`config.mk`:
```
export PLATFORM = sky130hd
export DESIGN_NAME = sr_latch_driver_flat
export DESIGN_NICKNAME = d
export VERILOG_FILES = /design/src/rtl/sr_latch_driver_pkg.sv /design/src/rtl/sr_latch_driver_if.sv /design/src/rtl/sr_latch_driver_sync2.sv /design/src/rtl/sr_latch_driver.sv /design/src/flat_wrapper.sv
export SDC_FILE = /design/constraint.sdc
export NUM_CORES = 1
export LEC_CHECK = 0
export CAP_MARGIN = 20
export CORE_MARGIN = 1
export CORE_UTILIZATION = 55
export DETAILED_ROUTE_END_ITERATION = 8
export PLACE_DENSITY = 0.84
export SLEW_MARGIN = 20
export SYNTH_ARGS = -nofsm -noshare
export SYNTH_HDL_FRONTEND = slang
export SYNTH_SLANG_ARGS = --single-unit
export TNS_END_PERCENT = 100
```
`constraint.sdc`:
```
create_clock -name clk -period 3.7 [get_ports clk]
set_input_delay 1.11 -clock clk [delete_from_list [all_inputs] [get_ports clk]]
set_output_delay 1.11 -clock clk [all_outputs]
set_load 0.1 [all_outputs]
```
`src/rtl/sr_latch_driver_pkg.sv`:
```
// Shared definitions for the SR latch driver slice.
//   state_t      : driver FSM states, 2-bit encoding
//   LINE_ACTIVE  : level that asserts an active-low S_n/R_n line
//   LINE_IDLE    : level that leaves an S_n/R_n line released
//   cnt_width()  : counter width able to hold the largest cycle count
package sr_drv_pkg;

    typedef enum logic [1:0] {
        IDLE   = 2'd0,
        PULSE  = 2'd1,
        SETTLE = 2'd2,
        CHECK  = 2'd3
    } state_t;

    localparam logic LINE_ACTIVE = 1'b0;
    localparam logic LINE_IDLE   = 1'b1;

    // Counters load N-1 and count down to zero, so they only need to hold
    // the largest of the three cycle counts. The +1 keeps a count of 1 at
    // one bit wide.
    function automatic int cnt_width(input int pulse_cycles,
                                     input int settle_cycles,
                                     input int timeout_cycles);
        int m;
        m = pulse_cycles;
        if (settle_cycles > m) m = settle_cycles;
        if (timeout_cycles > m) m = timeout_cycles;
        return $clog2(m + 1);
    endfunction

endpackage

```
`src/rtl/sr_latch_driver_if.sv`:
```
// Bundle of the request handshake, latch drive lines and latch feedback.
//   req_valid/req_level/req_ready : request handshake
//   S_n/R_n                       : active-low drive lines to the latch
//   Q_fb/Qbar_fb                  : latch outputs, asynchronous to clk
//   done/err/busy                 : completion pulse, sticky error, activity
//   dbg_state                     : current FSM state, for observation
//
// Handshake: a request transfers on the rising clk edge where req_valid
// and req_ready are both high. req_level is sampled only at that edge.
// req_ready is high only while the driver is idle; req_valid seen while
// req_ready is low is ignored and does not have to be held.
//
// slave  : the driver side (sr_latch_driver)
// master : the requester side, which also owns the latch feedback
interface sr_latch_driver_if;

    logic               req_valid;
    logic               req_level;
    logic               req_ready;
    logic               S_n;
    logic               R_n;
    logic               Q_fb;
    logic               Qbar_fb;
    logic               done;
    logic               err;
    logic               busy;
    sr_drv_pkg::state_t dbg_state;

    modport slave (
        input  req_valid, req_level, Q_fb, Qbar_fb,
        output req_ready, S_n, R_n, done, err, busy, dbg_state
    );

    modport master (
        output req_valid, req_level, Q_fb, Qbar_fb,
        input  req_ready, S_n, R_n, done, err, busy, dbg_state
    );

endinterface

```
`src/rtl/sr_latch_driver_sync2.sv`:
```
// Two-flop synchronizer for a single asynchronous bit.
//   clk : destination clock
//   rst : synchronous active-high reset, clears both stages
//   d   : asynchronous input
//   q   : synchronized output, two clk edges of latency
module sync2 (
    input  logic clk,
    input  logic rst,
    input  logic d,
    output logic q
);

    logic meta;

    always_ff @(posedge clk) begin
        if (rst) begin
            meta <= 1'b0;
            q    <= 1'b0;
        end else begin
            meta <= d;
            q    <= meta;
        end
    end

endmodule

```
`src/rtl/sr_latch_driver.sv`:
```
// Write-side driver for an active-low cross-coupled NAND SR latch.
// Accepts a requested level, pulses S_n (level 1) or R_n (level 0) low for
// PULSE_CYCLES cycles, releases both lines for SETTLE_CYCLES cycles, then
// waits up to TIMEOUT_CYCLES cycles for synchronized Q/Qbar to match.
//   clk, rst : clock and synchronous active-high reset
//   bus      : sr_latch_driver_if.slave (handshake, lines, feedback, status)
// All outputs are registered.
module sr_latch_driver
    import sr_drv_pkg::*;
#(
    parameter int PULSE_CYCLES   = 4,
    parameter int SETTLE_CYCLES  = 2,
    parameter int TIMEOUT_CYCLES = 16
) (
    input  logic               clk,
    input  logic               rst,
    sr_latch_driver_if.slave   bus
);

    localparam int CNT_W = cnt_width(PULSE_CYCLES, SETTLE_CYCLES, TIMEOUT_CYCLES);

    localparam logic [CNT_W-1:0] PULSE_LOAD   = CNT_W'(PULSE_CYCLES - 1);
    localparam logic [CNT_W-1:0] SETTLE_LOAD  = CNT_W'(SETTLE_CYCLES - 1);
    localparam logic [CNT_W-1:0] TIMEOUT_LOAD = CNT_W'(TIMEOUT_CYCLES - 1);
    localparam logic [CNT_W-1:0] CNT_ONE      = CNT_W'(1);

    state_t           state;
    logic [CNT_W-1:0] cnt;
    logic             level;
    logic             s_n_r;
    logic             r_n_r;
    logic             ready_r;
    logic             done_r;
    logic             err_r;
    logic             busy_r;

    logic             q_s;
    logic             qbar_s;
    logic             fb_match;

    sync2 u_sync_q (
        .clk (clk),
        .rst (rst),
        .d   (bus.Q_fb),
        .q   (q_s)
    );

    sync2 u_sync_qbar (
        .clk (clk),
        .rst (rst),
        .d   (bus.Qbar_fb),
        .q   (qbar_s)
    );

    // Q==Qbar (forbidden or still resolving) can never satisfy both terms.
    assign fb_match = (q_s == level) && (qbar_s == ~level);

    // S_n and R_n are only ever driven active from the accept branch, and
    // each takes the opposite polarity of the same captured level, so both
    // low in one cycle cannot occur. Every other branch releases them.
    always_ff @(posedge clk) begin
        if (rst) begin
            state   <= IDLE;
            cnt     <= '0;
            level   <= 1'b0;
            s_n_r   <= LINE_IDLE;
            r_n_r   <= LINE_IDLE;
            ready_r <= 1'b1;
            done_r  <= 1'b0;
            err_r   <= 1'b0;
            busy_r  <= 1'b0;
        end else begin
            done_r <= 1'b0;
            case (state)
                IDLE: begin
                    if (bus.req_valid && ready_r) begin
                        level   <= bus.req_level;
                        err_r   <= 1'b0;
                        cnt     <= PULSE_LOAD;
                        state   <= PULSE;
                        ready_r <= 1'b0;
                        busy_r  <= 1'b1;
                        s_n_r   <= bus.req_level ? LINE_ACTIVE : LINE_IDLE;
                        r_n_r   <= bus.req_level ? LINE_IDLE : LINE_ACTIVE;
                    end
                end

                PULSE: begin
                    if (cnt == '0) begin
                        s_n_r <= LINE_IDLE;
                        r_n_r <= LINE_IDLE;
                        if (SETTLE_CYCLES == 0) begin
                            state <= CHECK;
                            cnt   <= TIMEOUT_LOAD;
                        end else begin
                            state <= SETTLE;
                            cnt   <= SETTLE_LOAD;
                        end
                    end else begin
                        cnt <= cnt - CNT_ONE;
                    end
                end

                SETTLE: begin
                    if (cnt == '0) begin
                        state <= CHECK;
                        cnt   <= TIMEOUT_LOAD;
                    end else begin
                        cnt <= cnt - CNT_ONE;
                    end
                end

                CHECK: begin
                    if (fb_match) begin
                        state   <= IDLE;
                        done_r  <= 1'b1;
                        err_r   <= 1'b0;
                        ready_r <= 1'b1;
                        busy_r  <= 1'b0;
                    end else if (cnt == '0) begin
                        // Last allowed cycle without a match: give up.
                        state   <= IDLE;
                        done_r  <= 1'b1;
                        err_r   <= 1'b1;
                        ready_r <= 1'b1;
                        busy_r  <= 1'b0;
                    end else begin
                        cnt <= cnt - CNT_ONE;
                    end
                end

                default: begin
                    state   <= IDLE;
                    s_n_r   <= LINE_IDLE;
                    r_n_r   <= LINE_IDLE;
                    ready_r <= 1'b1;
                    busy_r  <= 1'b0;
                end
            endcase
        end
    end

    assign bus.S_n       = s_n_r;
    assign bus.R_n       = r_n_r;
    assign bus.req_ready = ready_r;
    assign bus.done      = done_r;
    assign bus.err       = err_r;
    assign bus.busy      = busy_r;
    assign bus.dbg_state = state;

endmodule

```
`src/flat_wrapper.sv`:
```
// flat-port wrapper written by rule: the top's interface ports become plain ports
module sr_latch_driver_flat import sr_drv_pkg::*;
#(
    parameter int PULSE_CYCLES   = 4,
    parameter int SETTLE_CYCLES  = 2,
    parameter int TIMEOUT_CYCLES = 16
)
  (clk, rst, bus_req_valid, bus_req_level, bus_Q_fb, bus_Qbar_fb, bus_req_ready, bus_S_n, bus_R_n, bus_done, bus_err, bus_busy, bus_dbg_state);
  sr_latch_driver_if bus_i ();
  input  logic clk;
  input  logic rst;
  input wire logic [$bits(bus_i.req_valid)-1:0] bus_req_valid;
  input wire logic [$bits(bus_i.req_level)-1:0] bus_req_level;
  input wire logic [$bits(bus_i.Q_fb)-1:0] bus_Q_fb;
  input wire logic [$bits(bus_i.Qbar_fb)-1:0] bus_Qbar_fb;
  output wire logic [$bits(bus_i.req_ready)-1:0] bus_req_ready;
  output wire logic [$bits(bus_i.S_n)-1:0] bus_S_n;
  output wire logic [$bits(bus_i.R_n)-1:0] bus_R_n;
  output wire logic [$bits(bus_i.done)-1:0] bus_done;
  output wire logic [$bits(bus_i.err)-1:0] bus_err;
  output wire logic [$bits(bus_i.busy)-1:0] bus_busy;
  output wire logic [$bits(bus_i.dbg_state)-1:0] bus_dbg_state;
  assign bus_i.req_valid = bus_req_valid;
  assign bus_i.req_level = bus_req_level;
  assign bus_i.Q_fb = bus_Q_fb;
  assign bus_i.Qbar_fb = bus_Qbar_fb;
  assign bus_req_ready = bus_i.req_ready;
  assign bus_S_n = bus_i.S_n;
  assign bus_R_n = bus_i.R_n;
  assign bus_done = bus_i.done;
  assign bus_err = bus_i.err;
  assign bus_busy = bus_i.busy;
  assign bus_dbg_state = bus_i.dbg_state;
  sr_latch_driver #(.PULSE_CYCLES(PULSE_CYCLES), .SETTLE_CYCLES(SETTLE_CYCLES), .TIMEOUT_CYCLES(TIMEOUT_CYCLES)) u_core (.clk(clk), .rst(rst), .bus(bus_i));
endmodule
```
==> results.toml, run 1 <==
[worst_setup_path]
start_kind = "register"
worstPathArrival_ps = 2410
required_ps = 3880
r2r_slack_ps = 1470
r2r-end = "u_core.cnt[2]"
slowest_delay_ps = 770
cp_slowest_cell = "nor4b_1"
end_kind = "register"
r2r_cells = 6
worstPathCellList = "inv_1 -> ha_1 -> nor4b_1 -> o22ai_1 -> a221oi_1 -> o32ai_1"
path_buf_inv = 1
r2r_start = "u_core.cnt[0]"
critical_path_class = "reg -> reg"
cp_top_family = "simple AND/OR/NAND/NOR gates"
path_max_fanout = 5

[hold_path]
whs_path_depth = 1
holdCritPathClass = "reg -> reg"
hold_start = "u_core.u_sync_qbar.meta"
min_to = "u_core.u_sync_qbar.q"

[synthesis]
ys_warn_count = 0
synth.avg_cell_area_um2 = 8.82
netlist_area_um2 = 935
synth_top_area_share_pct = 38.6
ys_types = 41
synth.area.top_cells = "dfxtp_1, ha_1, nor2_1"
synth_seq_cells = 18
synthCells = 106
seq_area_frac_synth_pct = 38.6
syn-num-nets = 117
yosysTopAreaCell = "dfxtp_1"

[drt]
drt-wirelength-per-cell_um = 14.5
vias = 853
drt_iter0_drc = 33
drt-total-wl_mm = 1.96
via_per_inst = 6.32
first_pass_iters = 4
drtAntennaViolNets = 0
post-route-drc-count = 0

[flow_run]
drv_cap = 0

[timing]
holdWs_ps = 458
fin_worst_skew_ps = 2.39
setup_ws_ps = 1470
max_freq_mhz = 449
fin_tns_setup_ps = 0
period_minus_slack_ps = 2230
fin_crit_sh_pct = 60.2
finalSetupViolCount = 0
worst_pin_slew_ps = 924
max_slew_margin_pct = 37.5
slew_viol_final = 0
rsz0062_at_grt = "false"
hold_viol_final = 0

[power]
power.density_nw_per_um2 = 859
p_clk_share_pct = 13.0
p_seq_share_pct = 28.8
report.power.total_mw = 0.936
max-vdd-ir-drop_mv = 0.687
intPower_mw = 0.468
combPwrFrac_pct = 58.2
p_switching_mw = 0.468
switching_share_pct = 50.0
p_leak_nw = 0.472

[placed_design]
placedCellCount = 131
post-place-ws_ps = 1200
placed_cell_area_um2 = 1050
globalplace.congestion = 0.819
port_buffers = 13
dpl.hpwl_mm = 1.48

[die]
dieArea_um2 = 1870
pin_count = 14
initial_core_util_pct = 60.6
coreArea_um2 = 1540
die_h_um = 43.2
row_count = 14
die_w_um = 43.2

[clock_tree]
cts_tree = "done"
clock_sinks = 18
htree_levels = 1
cts.reportedPaths.clkPinSlew_ps = 100
cts_buffers = 3
cts_hold_buffers = 0
post_cts_buffers = 0
clockBufferDepth = 2
clkLatencyLatePin_ps = 290
root_buffer = "clkbuf_4"
cts_resized = 0

[final_layout]
antennaDiodeCount = 0
syn_to_final_growth_pct = 16.5
nFillCells = 122
layout.cells.non_filler = 135
postLayoutCellArea_um2 = 1090
final_layout_size_suffix_gt1_share_pct = 13.4
fin_nets = 131
postLayoutCoreUtil_pct = 70.6

[global_routing]
gr-total-overflow = 0
grt_max_degree = 16
grt_pass1_vias = 726
track_usage_pct = 23.6
antenna_found_initial = 0
grt_first_pass_wirelength_mm = 3.32

[run_status]
status = "complete, no violations"
-- power by group through the flow --
stage | Clock [mW] | Combinational (mW) | Sequential [mW]
final | 0.122 | 0.544 | 0.269
after global routing | 0.128 | 0.584 | 0.275
after CTS | 0.123 | 0.542 | 0.269
after detailed placement | 0 | 0.537 | 0.274
after global placement | 0 | 0.527 | 0.270
after floorplan | 0 | 0.286 | 0.418
-- worst max path at each step --
stage	start	end	slack, ps	cells after the start
global placement	rst	u_core.bus.err	1200	5
detailed placement	rst	u_core.bus.err	1200	5
floorplan	u_core.bus.dbg_state[0]	u_core.bus.busy	1320	6
global route	u_core.cnt[0]	u_core.cnt[2]	1350	6
CTS	rst	u_core.bus.err	1510	5
finish	u_core.cnt[0]	u_core.cnt[2]	1470	6
-- cells in the mapped netlist, drive strengths merged --
library cell   n
nand2b         3
inv            6
or3            1
or2            1
a2111oi        1
and3b          1
a211o          1
nor3           2
a221oi         3
clkinv         1
o32ai          2
ha             5
a311oi         1
a21boi         1
and4           1
mux2i          2
a22o           1
nor2b          6
o21ai          4
nor3b          3
a21bo          1
o211a          1
nor4           1
nand2          6
nor2          11
dfxtp         18
nand3          1
a32o           1
clkbuf         4
nor4b          1
buf            1
a21oi          3
nand4          1
o31ai          3
a22oi          1
a31oi          1
o22ai          1
or4b           1
a2bb2oi        1
a31o           2
-- registers in the layout, indices dropped and copies added (netlist names) --
name and count:
u_core.cnt 5, u_core.bus.dbg_state 2, u_core.bus.R_n 1, u_core.bus.S_n 1
u_core.bus.busy 1, u_core.bus.done 1, u_core.bus.err 1, u_core.bus.req_ready 1
u_core.level 1, u_core.u_sync_q.meta 1, u_core.u_sync_q.q 1, u_core.u_sync_qbar.meta 1
u_core.u_sync_qbar.q 1
-- cell type report --
type	instances	area (um2)	share of cell area, %
inverter	7	26.3	2.41
multi-input combinational	76	528	48.5
timing repair buffer	14	118	10.8
sequential	18	360	33.1
clock buffer	4	36.3	3.33
tap	16	20.0	1.84
-- layout by cell type, fill, tap and decap left out, types with 3 or more instances in the layout --
| cell type | count |
|---|---|
| clkdlybuf4s50_1 | 5 |
| nand2b_1 | 3 |
| clkbuf_4 | 3 |
| ha_1 | 5 |
| o21ai_0 | 4 |
| a21oi_1 | 3 |
| buf_4 | 9 |
| dfxtp_1 | 18 |
| nand2_1 | 6 |
| nor2_1 | 11 |
| o31ai_1 | 3 |
| inv_1 | 6 |
| nor2b_1 | 6 |
| nor3b_1 | 3 |
-- kinds of logic (layout without fill, tap and decap cells) --
| family | Yosys count | after routing | synth area share (%) |
|---|---|---|---|
| simple gates | 40 | 40 | 23.4 |
| compound gates | 29 | 29 | 24.2 |
| flops | 18 | 18 | 38.6 |
| buf+inv | 12 | 25 | 4.95 |
| fa+ha+maj | 5 | 5 | 6.69 |
| mux | 2 | 2 | 2.14 |
-- layer usage --
layer / vias to the layer above / routed length, um / global-route usage (%)
met2: 39 / 958 / 40.0
met3: 5 / 118 / 2.55
met1: 392 / 842 / 29.5
met5: - / 0 / 0
met4: 0 / 36 / 10.9
li1: 417 / - / -
No activity file was read; power rests on OpenSTA's default activity.
==> run 2: changes to the inputs <==
--- a/config.mk
+++ b/config.mk
@@ -7,9 +7,9 @@
 export LEC_CHECK = 0
 export CAP_MARGIN = 20
 export CORE_MARGIN = 1
-export CORE_UTILIZATION = 55
+export CORE_UTILIZATION = 51
 export DETAILED_ROUTE_END_ITERATION = 8
-export PLACE_DENSITY = 0.84
+export PLACE_DENSITY = 0.79
 export SLEW_MARGIN = 20
 export SYNTH_ARGS = -nofsm -noshare
 export SYNTH_HDL_FRONTEND = slang
==> constraint.sdc (replaced) <==
create_clock -name clk -period 2.2 [get_ports clk]
set_input_delay 0.66 -clock clk [delete_from_list [all_inputs] [get_ports clk]]
set_output_delay 0.66 -clock clk [all_outputs]
set_load 0.1 [all_outputs]
==> results.toml, run 2 (synthesis gave the netlist of run 1 again) <==
[run_status]
status = "complete, no violations"

[worst_setup_path]
critical_path_class = "reg -> reg"
start_kind = "register"
r2r_slack_ps = 110
cp_top_family = "compound AO/OA/AOI/OAI gates"
worstPathArrival_ps = 2300
r2r-end = "u_core.cnt[1]"
slowest_delay_ps = 420
path_buf_inv = 2
r2r_cells = 7
cp_slowest_cell = "dfxtp_1"
required_ps = 2410
r2r_start = "u_core.cnt[0]"
path_max_fanout = 5
worstPathCellList = "inv_1 -> ha_1 -> nor4b_1 -> buf_4 -> o31ai_1 -> nand2_1 -> a221oi_2"
end_kind = "register"

[timing]
fin_crit_sh_pct = 95.1
fin_tns_setup_ps = 0
period_minus_slack_ps = 2090
finalSetupViolCount = 0
hold_viol_final = 0
setup_ws_ps = 108
max_freq_mhz = 478
max_slew_margin_pct = 67.5
rsz0062_at_grt = "false"
fin_worst_skew_ps = 9.46
worst_pin_slew_ps = 483
slew_viol_final = 0

[clock_tree]
htree_levels = 1
root_buffer = "clkbuf_4"
cts_hold_buffers = 0
cts_resized = 0
cts_buffers = 3
cts_tree = "done"
clockBufferDepth = 2
cts.reportedPaths.clkPinSlew_ps = 90
post_cts_buffers = 0
clock_sinks = 18
clkLatencyLatePin_ps = 290

[die]
coreArea_um2 = 1730
row_count = 15
die_h_um = 44.8
dieArea_um2 = 2010
die_w_um = 44.8
initial_core_util_pct = 54.1
pin_count = 14

[drt]
via_per_inst = 5.88
drt_iter0_drc = 36
post-route-drc-count = 0
drtAntennaViolNets = 0
drt-total-wl_mm = 2.15
drt-wirelength-per-cell_um = 14.8
vias = 852
first_pass_iters = 4

[hold_path]
whs_path_depth = 1
hold_start = "u_core.u_sync_q.meta"
min_to = "u_core.u_sync_q.q"
holdCritPathClass = "reg -> reg"

[power]
switching_share_pct = 50.2
intPower_mw = 0.788
p_leak_nw = 0.481
p_switching_mw = 0.796
p_seq_share_pct = 29.1
max-vdd-ir-drop_mv = 1.11
power.density_nw_per_um2 = 1420
combPwrFrac_pct = 60.7
p_clk_share_pct = 10.2

[placed_design]
placedCellCount = 142
post-place-ws_ps = 107
dpl.hpwl_mm = 1.56
port_buffers = 13
globalplace.congestion = 0.820

[final_layout]
syn_to_final_growth_pct = 19.4
nFillCells = 166
final_layout_size_suffix_gt1_share_pct = 15.8
regMostFlops = "u_core.cnt"
layout.cells.non_filler = 145
final_common_cell = "dfxtp_1"
antennaDiodeCount = 0
final_cell_mix = "dfxtp_1, nor2_1, buf_4"
largest_reg_flops = 5
fin_nets = 133

[global_routing]
grt_max_degree = 15
grt_pass1_vias = 778
grt_first_pass_wirelength_mm = 3.53
track_usage_pct = 24.1
gr-total-overflow = 0
antenna_found_initial = 0

[flow_run]
drv_cap = 0
[run 2: cell types whose count changed in the layout (fill, tap and decap cells not counted), sizes merged]
| cell | before | now |
|---|---|---|
| buf | 9 | 11 |
| clkbuf | 4 | 3 |
[run 2: cell type report]
cell class,count,area [um2],share of cell area [%]
Sequential cell,18,363,32.5
Tap cell,25,31.3,2.80
Multi-Input combinational cell,76,528,47.3
Timing Repair Buffer,16,145,13.0
Inverter,7,26.3,2.35
Clock buffer,3,22.5,2.02
[run 2: worst reg2reg max path, cell delays in order, from the launching register on]
cell and delay [ps]:
dfxtp_1 420, inv_1 70, ha_1 250, nor4b_1 160
buf_4 160, o31ai_1 420, nand2_1 240, a221oi_2 300
[run 2: power by group through the flow]
stage	sequential, mW	clock, mW	combinational, mW
6_report	0.462	0.162	0.961
5_1_grt	0.468	0.184	1.03
4_1_cts	0.461	0.164	0.955
3_5_place_dp	0.467	0	0.946
3_3_place_gp	0.461	0	0.930
2_1_floorplan	0.706	0	0.481
[run 2: worst max path at each step]
stage	depth (start not counted)	slack [ps]	start	end
CTS	7	110	u_core.cnt[0]	u_core.cnt[1]
detailed placement	5	110	bus_req_valid	u_core.bus.err
global placement	5	200	bus_req_valid	u_core.bus.err
global route	7	2	u_core.cnt[0]	u_core.cnt[1]
finish	7	110	u_core.cnt[0]	u_core.cnt[1]
floorplan	6	190	u_core.bus.dbg_state[0]	u_core.bus.busy
[run 2: through the flow]
step | hold slack [ps] | area [um2] | total power, mW | utilization (%)
3_3_place_gp | 419 | 1090 | 1.39 | 63.3
2_1_floorplan | 414 | 937 | 1.19 | -
3_5_place_dp | 444 | 1090 | 1.41 | 63.3
5_1_grt | 466 | 1120 | 1.68 | 64.6
4_1_cts | 455 | 1120 | 1.58 | 64.6
6_report | 450 | 1120 | 1.58 | 64.6
[run 2: metal layers]
layer  global-route usage [%]  vias up  share of wire [%]
li1                         -      421                  -
met1                     31.3      408                 46
met2                     40.3       19                 50
met3                     4.80        4                2.8
met4                     7.27        0                1.1
met5                        0        -                  0
==> run 3: changes to the inputs <==
--- a/config.mk
+++ b/config.mk
@@ -8,6 +8,7 @@
 export CAP_MARGIN = 20
 export CORE_MARGIN = 1
 export CORE_UTILIZATION = 51
+export CTS_BUF_LIST = sky130_fd_sc_hd__clkbuf_16
 export DETAILED_ROUTE_END_ITERATION = 8
 export PLACE_DENSITY = 0.79
 export SLEW_MARGIN = 20
==> results.toml, run 3 (synthesis gave the netlist of run 1 again) <==
[timing]
rsz0062_at_grt = "false"
slew_viol_final = 0
hold_viol_final = 0
fin_tns_setup_ps = 0
max_freq_mhz = 490
finalSetupViolCount = 0
fin_worst_skew_ps = 2.10
fin_crit_sh_pct = 92.7
period_minus_slack_ps = 2040
max_slew_margin_pct = 68.5
worst_pin_slew_ps = 471

[die]
initial_core_util_pct = 54.1
die_w_um = 44.8
die_h_um = 44.8
row_count = 15
coreArea_um2 = 1730
dieArea_um2 = 2010
pin_count = 14

[clock_tree]
cts.reportedPaths.clkPinSlew_ps = 50
cts_tree = "done"
cts_hold_buffers = 0
clockBufferDepth = 2
clkLatencyLatePin_ps = 250
clock_sinks = 18
cts_resized = 0
post_cts_buffers = 0
htree_levels = 1
root_buffer = "clkbuf_16"
cts_buffers = 3

[worst_setup_path]
slowest_delay_ps = 410
start_kind = "register"
worstPathCellList = "inv_1 -> ha_1 -> nor4b_1 -> buf_4 -> o31ai_1 -> nand2_1 -> a221oi_2"
worstPathArrival_ps = 2210
endpoint = "u_core.cnt[1]"
r2r_slack_ps = 160
r2r-end = "u_core.cnt[1]"
required_ps = 2370
path_max_fanout = 5
crit_start = "u_core.cnt[0]"
r2r_cells = 7
cp_slowest_cell = "dfxtp_1"
r2r_start = "u_core.cnt[0]"
path_buf_inv = 2
cp_top_family = "compound AO/OA/AOI/OAI gates"
end_kind = "register"
critical_path_class = "reg -> reg"
critical_path_depth = 7

[final_layout]
regArea_um2 = 363
fin_nets = 133
final_layout_size_suffix_gt1_share_pct = 15.8
antennaDiodeCount = 0
syn_to_final_growth_pct = 25.0
multi_input_area_um2 = 528
nFillCells = 151
largest_reg_flops = 5
final_cell_mix = "dfxtp_1, nor2_1, buf_4"
final_common_cell = "dfxtp_1"
regMostFlops = "u_core.cnt"
postLayoutCellArea_um2 = 1170

[global_routing]
grt_pass1_vias = 777
antenna_found_initial = 0
track_usage_pct = 24.8
grt_max_degree = 15
gr-total-overflow = 0
grt_first_pass_wirelength_mm = 3.62

[power]
switching_share_pct = 45.7
p_leak_nw = 0.504
p_seq_share_pct = 26.0
intPower_mw = 0.965
power.density_nw_per_um2 = 1520
p_clk_share_pct = 20.2
p_switching_mw = 0.813
combPwrFrac_pct = 53.8
max-vdd-ir-drop_mv = 1.09

[drt]
drt_iter0_drc = 49
first_pass_iters = 4
drtAntennaViolNets = 0
drt-wirelength-per-cell_um = 15.0
drt-total-wl_mm = 2.18
via_per_inst = 5.99
vias = 868
post-route-drc-count = 0

[run_status]
status = "complete, no violations"

[flow_run]
drv_cap = 0

[placed_design]
placed_cell_area_um2 = 1090
port_buffers = 13
dpl.hpwl_mm = 1.56
globalplace.congestion = 0.820

[hold_path]
holdCritPathClass = "reg -> reg"
run 3: cell counts in the layout (fill, tap and decap cells not counted):
Identical to the previous run, type by type.
run 3: cell type report:
cell class | count | share of cell area, %
well taps | 25 | 2.68
multi-input cells | 76 | 45.2
inverters | 7 | 2.25
repair buffers | 16 | 12.4
flip-flops and latches | 18 | 31.0
clock buffers | 3 | 6.42
run 3: worst min-delay path by stage:
stage / startpoint / to / slack, ps / depth (start not counted)
final: u_core.u_sync_q.meta / u_core.u_sync_q.q / 460 / 1
after global routing: u_core.u_sync_q.meta / u_core.u_sync_q.q / 470 / 1
after CTS: u_core.u_sync_q.meta / u_core.u_sync_q.q / 460 / 1
after detailed placement: u_core.u_sync_q.meta / u_core.u_sync_q.q / 440 / 1
after global placement: u_core.u_sync_qbar.meta / u_core.u_sync_qbar.q / 420 / 1
after floorplan: u_core.u_sync_q.meta / u_core.u_sync_q.q / 410 / 1
run 3: layer usage:
metal  global-route usage [%]  share of wire [%]  vias to the layer above
met5                        0                  0                        -
met4                     9.09                1.5                        0
met3                     3.60                4.9                        5
met2                     41.2                 49                       36
met1                     32.8                 45                      409
li1                         -                  -                      418
run 3: worst register-to-register path, delay by kind of cell, from the launching register on:
family	cells	cell delay [ps]
and+or+nand+nor	2	390
buffers and inverters	2	230
DFF	1	410
AOI/OAI and AO/OA	2	690
adders and majority gates	1	250
run 3: through the flow:
step | cells | setup slack, ps | util, % | power [mW] | hold WS (ps)
4_1_cts | 145 | 158 | 67.7 | 1.78 | 460
2_1_floorplan | 106 | 186 | - | 1.19 | 414
5_1_grt | 145 | 7.12 | 67.7 | 1.87 | 473
6_report | 145 | 161 | 67.7 | 1.78 | 458
3_5_place_dp | 142 | 107 | 63.3 | 1.41 | 444
3_3_place_gp | 142 | 197 | 63.3 | 1.39 | 419
run 3: power groups by stage:
stage,logic [mW],clock network [mW],registers [mW]
after global routing,1.03,0.373,0.470
after detailed placement,0.946,0,0.467
final,0.957,0.359,0.462
after global placement,0.930,0,0.461
after floorplan,0.481,0,0.706
after CTS,0.953,0.361,0.461
